==> src/rtl/id_scoreboard_if.sv <==
// Bundle of IDU / id_ex / WBU / redirect signals seen by the scoreboard.
// The scoreboard sits on the slave side; the surrounding pipeline drives
// the master side.
interface id_scoreboard_if #(
  parameter int NREG = 32,
  parameter int IF_W = 3
);
  // IDU side
  logic            d_valid_i;
  logic            d_ready_o;
  logic [4:0]      d_rs1_i;
  logic [4:0]      d_rs2_i;
  logic            d_ren_rs1_i;
  logic            d_ren_rs2_i;
  logic [4:0]      d_rd_i;
  logic            d_wenReg_i;
  logic            d_wenCsr_i;
  logic            d_renCsr_i;
  logic            d_serial_i;
  // id_ex side
  logic            x_valid_o;
  logic            x_ready_i;
  // writeback retire
  logic            w_valid_i;
  logic [4:0]      w_rd_i;
  logic            w_wenReg_i;
  logic            w_wenCsr_i;
  // redirect squash
  logic            k_valid_i;
  logic [4:0]      k_rd_i;
  logic            k_wenReg_i;
  logic            k_wenCsr_i;
  // status
  logic            stall_o;
  logic [NREG-1:0] busy_o;
  logic [IF_W-1:0] inflight_o;
  logic            err_o;

  modport slave (
    input  d_valid_i, d_rs1_i, d_rs2_i, d_ren_rs1_i, d_ren_rs2_i, d_rd_i,
           d_wenReg_i, d_wenCsr_i, d_renCsr_i, d_serial_i,
           x_ready_i,
           w_valid_i, w_rd_i, w_wenReg_i, w_wenCsr_i,
           k_valid_i, k_rd_i, k_wenReg_i, k_wenCsr_i,
    output d_ready_o, x_valid_o, stall_o, busy_o, inflight_o, err_o
  );

  modport master (
    output d_valid_i, d_rs1_i, d_rs2_i, d_ren_rs1_i, d_ren_rs2_i, d_rd_i,
           d_wenReg_i, d_wenCsr_i, d_renCsr_i, d_serial_i,
           x_ready_i,
           w_valid_i, w_rd_i, w_wenReg_i, w_wenCsr_i,
           k_valid_i, k_rd_i, k_wenReg_i, k_wenCsr_i,
    input  d_ready_o, x_valid_o, stall_o, busy_o, inflight_o, err_o
  );
endinterface

==> src/rtl/id_scoreboard.sv <==
// RAW / structural hazard controller between the IDU and id_ex.
// Keeps a pending-write counter per integer register plus one for CSRs and
// a total in-flight count, and holds back the IDU->id_ex handshake while a
// source is pending, a counter would overflow, or a serializing instruction
// is waiting for an empty pipe. Hazards use registered state only, so a
// retire in the same cycle as a dependent read still stalls for one cycle.
module id_scoreboard #(
  parameter int NREG  = 32,
  parameter int CNT_W = 2,
  parameter int IF_W  = 3
) (
  input logic            clk_i,
  input logic            rst_i,
  id_scoreboard_if.slave bus
);

  localparam logic [CNT_W-1:0] CNT_MAX = '1;
  localparam logic [IF_W-1:0]  IF_MAX  = '1;

  logic [CNT_W-1:0] cnt      [NREG];
  logic [CNT_W-1:0] cnt_next [NREG];
  logic [CNT_W-1:0] csr_cnt;
  logic [CNT_W-1:0] csr_next;
  logic [IF_W-1:0]  inflight;
  logic [IF_W-1:0]  inflight_next;
  logic             err;
  logic             err_next;

  logic             raw1;
  logic             raw2;
  logic             rawc;
  logic             full;
  logic             ser;
  logic             stall;
  logic             d_ready;
  logic             issue;
  logic [NREG-1:0]  busy;

  // Hazard detection and handshake gating from registered state only.
  always_comb begin
    raw1    = bus.d_ren_rs1_i && (bus.d_rs1_i != 5'd0) && (cnt[bus.d_rs1_i] != '0);
    raw2    = bus.d_ren_rs2_i && (bus.d_rs2_i != 5'd0) && (cnt[bus.d_rs2_i] != '0);
    rawc    = bus.d_renCsr_i && (csr_cnt != '0);
    full    = (bus.d_wenReg_i && (bus.d_rd_i != 5'd0) && (cnt[bus.d_rd_i] == CNT_MAX)) ||
              (bus.d_wenCsr_i && (csr_cnt == CNT_MAX)) ||
              (inflight == IF_MAX);
    ser     = bus.d_serial_i && (inflight != '0);
    stall   = bus.d_valid_i && (raw1 || raw2 || rawc || full || ser);
    d_ready = bus.x_ready_i && !stall;
    issue   = bus.d_valid_i && d_ready;
  end

  // Sum issue/retire/squash per counter; clamp and flag any under/overflow.
  always_comb begin : next_state
    int v;
    v             = 0;
    err_next      = err;
    csr_next      = csr_cnt;
    inflight_next = inflight;
    for (int r = 0; r < NREG; r++) begin
      cnt_next[r] = '0;
      if (r != 0) begin
        v = int'(cnt[r]);
        if (issue && bus.d_wenReg_i && (bus.d_rd_i == 5'(r))) v = v + 1;
        if (bus.w_valid_i && bus.w_wenReg_i && (bus.w_rd_i == 5'(r))) v = v - 1;
        if (bus.k_valid_i && bus.k_wenReg_i && (bus.k_rd_i == 5'(r))) v = v - 1;
        if (v < 0) begin
          cnt_next[r] = '0;
          err_next    = 1'b1;
        end else if (v > int'(CNT_MAX)) begin
          cnt_next[r] = CNT_MAX;
          err_next    = 1'b1;
        end else begin
          cnt_next[r] = CNT_W'(v);
        end
      end
    end

    v = int'(csr_cnt);
    if (issue && bus.d_wenCsr_i) v = v + 1;
    if (bus.w_valid_i && bus.w_wenCsr_i) v = v - 1;
    if (bus.k_valid_i && bus.k_wenCsr_i) v = v - 1;
    if (v < 0) begin
      csr_next = '0;
      err_next = 1'b1;
    end else if (v > int'(CNT_MAX)) begin
      csr_next = CNT_MAX;
      err_next = 1'b1;
    end else begin
      csr_next = CNT_W'(v);
    end

    v = int'(inflight);
    if (issue) v = v + 1;
    if (bus.w_valid_i) v = v - 1;
    if (bus.k_valid_i) v = v - 1;
    if (v < 0) begin
      inflight_next = '0;
      err_next      = 1'b1;
    end else if (v > int'(IF_MAX)) begin
      inflight_next = IF_MAX;
      err_next      = 1'b1;
    end else begin
      inflight_next = IF_W'(v);
    end
  end

  // State register; reset overrides any traffic in the same cycle.
  always_ff @(posedge clk_i) begin
    if (rst_i) begin
      for (int r = 0; r < NREG; r++) cnt[r] <= '0;
      csr_cnt  <= '0;
      inflight <= '0;
      err      <= 1'b0;
    end else begin
      for (int r = 0; r < NREG; r++) cnt[r] <= cnt_next[r];
      csr_cnt  <= csr_next;
      inflight <= inflight_next;
      err      <= err_next;
    end
  end

  // Per-register busy flags; x0 is never tracked.
  always_comb begin
    busy = '0;
    for (int r = 1; r < NREG; r++) busy[r] = (cnt[r] != '0);
  end

  assign bus.stall_o    = stall;
  assign bus.d_ready_o  = d_ready;
  assign bus.x_valid_o  = bus.d_valid_i && !stall;
  assign bus.busy_o     = busy;
  assign bus.inflight_o = inflight;
  assign bus.err_o      = err;

endmodule

==> src/flat_wrapper.sv <==
// flat-port wrapper written by rule: the top's interface ports become plain ports
module id_scoreboard_flat 
#(
  parameter int NREG  = 32,
  parameter int CNT_W = 2,
  parameter int IF_W  = 3
)
  (clk_i, rst_i, bus_d_valid_i, bus_d_rs1_i, bus_d_rs2_i, bus_d_ren_rs1_i, bus_d_ren_rs2_i, bus_d_rd_i, bus_d_wenReg_i, bus_d_wenCsr_i, bus_d_renCsr_i, bus_d_serial_i, bus_x_ready_i, bus_w_valid_i, bus_w_rd_i, bus_w_wenReg_i, bus_w_wenCsr_i, bus_k_valid_i, bus_k_rd_i, bus_k_wenReg_i, bus_k_wenCsr_i, bus_d_ready_o, bus_x_valid_o, bus_stall_o, bus_busy_o, bus_inflight_o, bus_err_o);
  id_scoreboard_if #(.NREG(NREG), .IF_W(IF_W)) bus_i ();
  input logic clk_i;
  input logic rst_i;
  input wire logic [$bits(bus_i.d_valid_i)-1:0] bus_d_valid_i;
  input wire logic [$bits(bus_i.d_rs1_i)-1:0] bus_d_rs1_i;
  input wire logic [$bits(bus_i.d_rs2_i)-1:0] bus_d_rs2_i;
  input wire logic [$bits(bus_i.d_ren_rs1_i)-1:0] bus_d_ren_rs1_i;
  input wire logic [$bits(bus_i.d_ren_rs2_i)-1:0] bus_d_ren_rs2_i;
  input wire logic [$bits(bus_i.d_rd_i)-1:0] bus_d_rd_i;
  input wire logic [$bits(bus_i.d_wenReg_i)-1:0] bus_d_wenReg_i;
  input wire logic [$bits(bus_i.d_wenCsr_i)-1:0] bus_d_wenCsr_i;
  input wire logic [$bits(bus_i.d_renCsr_i)-1:0] bus_d_renCsr_i;
  input wire logic [$bits(bus_i.d_serial_i)-1:0] bus_d_serial_i;
  input wire logic [$bits(bus_i.x_ready_i)-1:0] bus_x_ready_i;
  input wire logic [$bits(bus_i.w_valid_i)-1:0] bus_w_valid_i;
  input wire logic [$bits(bus_i.w_rd_i)-1:0] bus_w_rd_i;
  input wire logic [$bits(bus_i.w_wenReg_i)-1:0] bus_w_wenReg_i;
  input wire logic [$bits(bus_i.w_wenCsr_i)-1:0] bus_w_wenCsr_i;
  input wire logic [$bits(bus_i.k_valid_i)-1:0] bus_k_valid_i;
  input wire logic [$bits(bus_i.k_rd_i)-1:0] bus_k_rd_i;
  input wire logic [$bits(bus_i.k_wenReg_i)-1:0] bus_k_wenReg_i;
  input wire logic [$bits(bus_i.k_wenCsr_i)-1:0] bus_k_wenCsr_i;
  output wire logic [$bits(bus_i.d_ready_o)-1:0] bus_d_ready_o;
  output wire logic [$bits(bus_i.x_valid_o)-1:0] bus_x_valid_o;
  output wire logic [$bits(bus_i.stall_o)-1:0] bus_stall_o;
  output wire logic [$bits(bus_i.busy_o)-1:0] bus_busy_o;
  output wire logic [$bits(bus_i.inflight_o)-1:0] bus_inflight_o;
  output wire logic [$bits(bus_i.err_o)-1:0] bus_err_o;
  assign bus_i.d_valid_i = bus_d_valid_i;
  assign bus_i.d_rs1_i = bus_d_rs1_i;
  assign bus_i.d_rs2_i = bus_d_rs2_i;
  assign bus_i.d_ren_rs1_i = bus_d_ren_rs1_i;
  assign bus_i.d_ren_rs2_i = bus_d_ren_rs2_i;
  assign bus_i.d_rd_i = bus_d_rd_i;
  assign bus_i.d_wenReg_i = bus_d_wenReg_i;
  assign bus_i.d_wenCsr_i = bus_d_wenCsr_i;
  assign bus_i.d_renCsr_i = bus_d_renCsr_i;
  assign bus_i.d_serial_i = bus_d_serial_i;
  assign bus_i.x_ready_i = bus_x_ready_i;
  assign bus_i.w_valid_i = bus_w_valid_i;
  assign bus_i.w_rd_i = bus_w_rd_i;
  assign bus_i.w_wenReg_i = bus_w_wenReg_i;
  assign bus_i.w_wenCsr_i = bus_w_wenCsr_i;
  assign bus_i.k_valid_i = bus_k_valid_i;
  assign bus_i.k_rd_i = bus_k_rd_i;
  assign bus_i.k_wenReg_i = bus_k_wenReg_i;
  assign bus_i.k_wenCsr_i = bus_k_wenCsr_i;
  assign bus_d_ready_o = bus_i.d_ready_o;
  assign bus_x_valid_o = bus_i.x_valid_o;
  assign bus_stall_o = bus_i.stall_o;
  assign bus_busy_o = bus_i.busy_o;
  assign bus_inflight_o = bus_i.inflight_o;
  assign bus_err_o = bus_i.err_o;
  id_scoreboard #(.NREG(NREG), .CNT_W(CNT_W), .IF_W(IF_W)) u_core (.clk_i(clk_i), .rst_i(rst_i), .bus(bus_i));
endmodule
==> config.mk <==
export PLATFORM = sky130hd
export DESIGN_NAME = id_scoreboard_flat
export DESIGN_NICKNAME = d
export VERILOG_FILES = /design/src/rtl/id_scoreboard_if.sv /design/src/rtl/id_scoreboard.sv /design/src/flat_wrapper.sv
export SDC_FILE = /design/constraint.sdc
export NUM_CORES = 1
export LEC_CHECK = 0
export ABC_AREA = 1
export CORE_MARGIN = 4
export CORE_UTILIZATION = 40
export CTS_CLUSTER_SIZE = 25
export DETAILED_ROUTE_END_ITERATION = 8
export DONT_BUFFER_PORTS = 1
export HOLD_SLACK_MARGIN = 0.06
export PLACE_DENSITY = 0.63
export SLEW_MARGIN = 0
export SYNTH_ARGS = -nofsm -noshare
export SYNTH_HDL_FRONTEND = slang
export SYNTH_SLANG_ARGS = --single-unit
==> constraint.sdc <==
create_clock -name clk_i -period 11.35 [get_ports clk_i]
set_input_delay 1.7025 -clock clk_i [delete_from_list [all_inputs] [get_ports clk_i]]
set_output_delay 1.7025 -clock clk_i [all_outputs]
set_load 0.005 [all_outputs]
==> flow_summary.json <==
{
  "status": "completed",
  "post-route-period-util": 0.558,
  "wl_met3_mm": 5.23,
  "start_kind": "input pin",
  "met1_length_mm": 22.7,
  "crit_top_cell": "nand2_1",
  "avgSynthCellArea_sq_um": 5.21,
  "top_layer": "met4",
  "setup_viol": 0,
  "max_slew_margin": 0.292,
  "postCtsSetupRepairBufs": 0,
  "hold_start": "u_core.csr_cnt[0]",
  "fin_crit_ns": 6.34,
  "ys_seq_elements": 68,
  "ant_nets": 0,
  "clk_pin_slew_ns": 0.07,
  "synth_xor_xnor_area_share": 0.0186,
  "min_path_type": "flip-flop to flip-flop",
  "clockBufferDepth": 2,
  "drcViolationCount": 0,
  "stdcell_count": 3157,
  "core_area_sq_um": 34700,
  "grt_max_degree": 43,
  "synth_edf_count": 0,
  "drv_cap": 0,
  "htreeDepth": 3,
  "holdPathStages": 4,
  "max_stage_delay_ns": 0.84,
  "muxShareOfSynthArea": 0.000797,
  "place_congestion": 1.01,
  "wl_per_cell_microns": 16.5,
  "slew_viol_final": 0,
  "syn_to_final_growth_pct": 4.95,
  "synth-compound-area-share": 0.0774,
  "finalNetCount": 2903,
  "p_per_area_nw_per_um2": 64.5,
  "rr_startpoint": "u_core.bus.inflight_o[0]",
  "grt_antenna_before_repair": 0,
  "dpl.cell_count": 3141,
  "tightest_slew_ns": 1.06,
  "required_ns": 11.61,
  "clk_latency_ns": 0.36,
  "antennaDiodeCount": 0,
  "cts_root_buffer": "clkbuf_16",
  "start_util": 0.407,
  "drtIter0Drc": 1626,
  "grt.overflow.total": 0,
  "synth_top_family_by_area": "simple AND/OR/NAND/NOR gates",
  "reg2reg_slack_ns": 5.89,
  "viasPerCell": 5.32,
  "via_count": 16800,
  "cts_buffers": 9,
  "die_height_microns": 196,
  "drt_first_pass_iters": 6,
  "rsz0062_at_grt": "no",
  "grt_pass1_vias": 15200,
  "synth-simple-area-share": 0.518,
  "worstPathArrival_ns": 6.60,
  "cts_tree": "done",
  "end_kind": "flip-flop",
  "fmax_ghz": 0.158,
  "fill_cells": 3808,
  "ys.flop_type": "dfxtp_1",
  "numPortBuffers": 0,
  "syn_inst": 2713,
  "yosysWarnings": 0,
  "finClkSkew_ns": 0.0120,
  "async_reset_ff_frac": 0,
  "synthAdderAreaFrac": 0.146,
  "cts_resized": 0,
  "worstHoldEndpoint": "u_core.csr_cnt[0]",
  "num_rows": 68,
  "grt_pass1_wl_mm": 80.6,
  "grt_usage": 0.263,
  "ctsHoldBuffers": 0,
  "setup_ws_ns": 5.01,
  "yosysSeqAreaShare": 0.0963,
  "drive_above_1_share": 0.0422,
  "clkSinkCount": 68,
  "io_pins": 80,
  "crit_type": "input pin to flip-flop",
  "critPathMaxFanout": 42,
  "leakage_nw": 7.63,
  "dieArea_sq_um": 38400,
  "wl_met2_mm": 22.2,
  "post-place-ws_ns": 4.73,
  "slowest_stage": "nor2_4",
  "max-vdd-ir-drop_uv": 67.8,
  "hold_viol_final": 0,
  "worstReg2RegEnd": "u_core.bus.err_o",
  "hpwl_mm": 43.6,
  "finalSetupTns_ns": 0,
  "routed_wl_mm": 52.2,
  "syn-num-nets": 2919,
  "mappedNetlistArea_sq_um": 14100,
  "synth_cell_types": 45,
  "reg2reg_depth": 27,
  "die_x_microns": 196
}
how the worst max path moves through the flow:
stage                        start               end  slack, ns  depth (start not counted)
detailed placement  bus_d_rs2_i[0]  u_core.bus.err_o       4.73                         31
floorplan            bus_d_rd_i[0]  u_core.bus.err_o       6.14                         38
global placement    bus_d_rs2_i[0]  u_core.bus.err_o       4.75                         33
CTS                 bus_d_rs2_i[0]  u_core.bus.err_o       5.10                         31
global route         bus_d_rd_i[1]  u_core.bus.err_o       4.50                         35
finish               bus_d_rd_i[1]  u_core.bus.err_o       5.01                         35
cells by family after synthesis:
family,count (synthesis)
adders and majority gates,165
xor gates and xnor gates,30
and+or+nand+nor,1724
other,2
muxes,1
buffers and inverters,519
DFF,68
AOI/OAI and AO/OA,204
metrics by stage:
stage / cell area, sq um / utilization / hold WS, ns / power [mW]
finish: 14800 / 0.427 / 0.706 / 0.957
global route: 14800 / 0.427 / 0.815 / 1.03
CTS: 14800 / 0.427 / 0.711 / 0.954
detailed placement: 14500 / 0.419 / 0.707 / 0.666
global placement: 14500 / 0.419 / 0.715 / 0.661
floorplan: 14100 / - / 0.655 / 0.564
area by class of cell:
type                       instances  area [sq um]  share of cell area
multi-input combinational       2126         10800               0.725
clock inverter                     4          22.5             0.00152
inverter                         489          1840               0.124
timing repair buffer               3          22.5             0.00152
clock buffer                      12           267              0.0180
tap                              455           569              0.0384
sequential                        68          1360              0.0918
power by group:
| part | internal, mW | switching, mW |
|---|---|---|
| combinational | 0.125 | 0.256 |
| clock | 0.165 | 0.125 |
| sequential | 0.256 | 0.0306 |
worst max-delay path, delay by kind of cell:
| kind | cells | cell delay [ns] |
|---|---|---|
| adders and majority gates | 2 | 0.46 |
| and+or+nand+nor | 29 | 4.07 |
| buffers and inverters | 4 | 0.37 |
state kept, by name, indices dropped and copies added (netlist names):
signal	cells
u_core.cnt	62
u_core.csr_cnt	2
u_core.bus.err_o	1
u_core.bus.inflight_o	3
Yosys cell counts (all sizes together), types with 2 or more instances:
master	count	area, sq um
nand2	885	3340
inv	487	1830
nor2	390	1540
nand3	329	1670
ha	165	2060
a21oi	103	515
o21ai	76	380
dfxtp	68	1360
nand4	55	357
or2	46	288
buf	24	159
xor2	20	175
nand3b	10	75.1
xnor2	10	87.6
nor3	7	40.0
a31oi	6	37.5
clkbuf	6	22.5
a21boi	3	22.5
a31o	3	26.3
a211oi	2	15.0
a311oi	2	17.5
and2	2	12.5
clkinv	2	7.51
conb	2	7.51
o211a	2	20.0
o221ai	2	17.5
layout by cell type, fill, tap and decap left out, types with 3 or more instances in the layout:
cell type | synthesis | routed
nand3b_1 | 10 | 10
nand2_2 | 6 | 6
xor2_1 | 20 | 20
dfxtp_1 | 68 | 68
a21oi_1 | 103 | 103
a21boi_0 | 3 | 3
clkbuf_8 | 0 | 3
clkbuf_16 | 0 | 9
ha_1 | 165 | 165
o21ai_1 | 8 | 8
nand3_1 | 326 | 326
xnor2_1 | 10 | 10
o21ai_0 | 68 | 68
clkinv_2 | 0 | 3
nor2_2 | 10 | 10
a31oi_1 | 6 | 6
nand2_1 | 879 | 879
a31o_2 | 3 | 3
nor2_4 | 4 | 4
nor3_1 | 6 | 6
inv_1 | 469 | 469
nand4_1 | 53 | 53
buf_4 | 12 | 3
or2_2 | 46 | 46
inv_2 | 18 | 18
nor2_1 | 375 | 375
per-layer routing:
| layer | up-vias | GRT usage |
|---|---|---|
| li1 | 8426 | - |
| met1 | 7541 | 0.349 |
| met2 | 712 | 0.419 |
| met3 | 120 | 0.0591 |
| met4 | 0 | 0.0952 |
| met5 | - | 0 |
No activity file was read; power rests on OpenSTA's default activity.
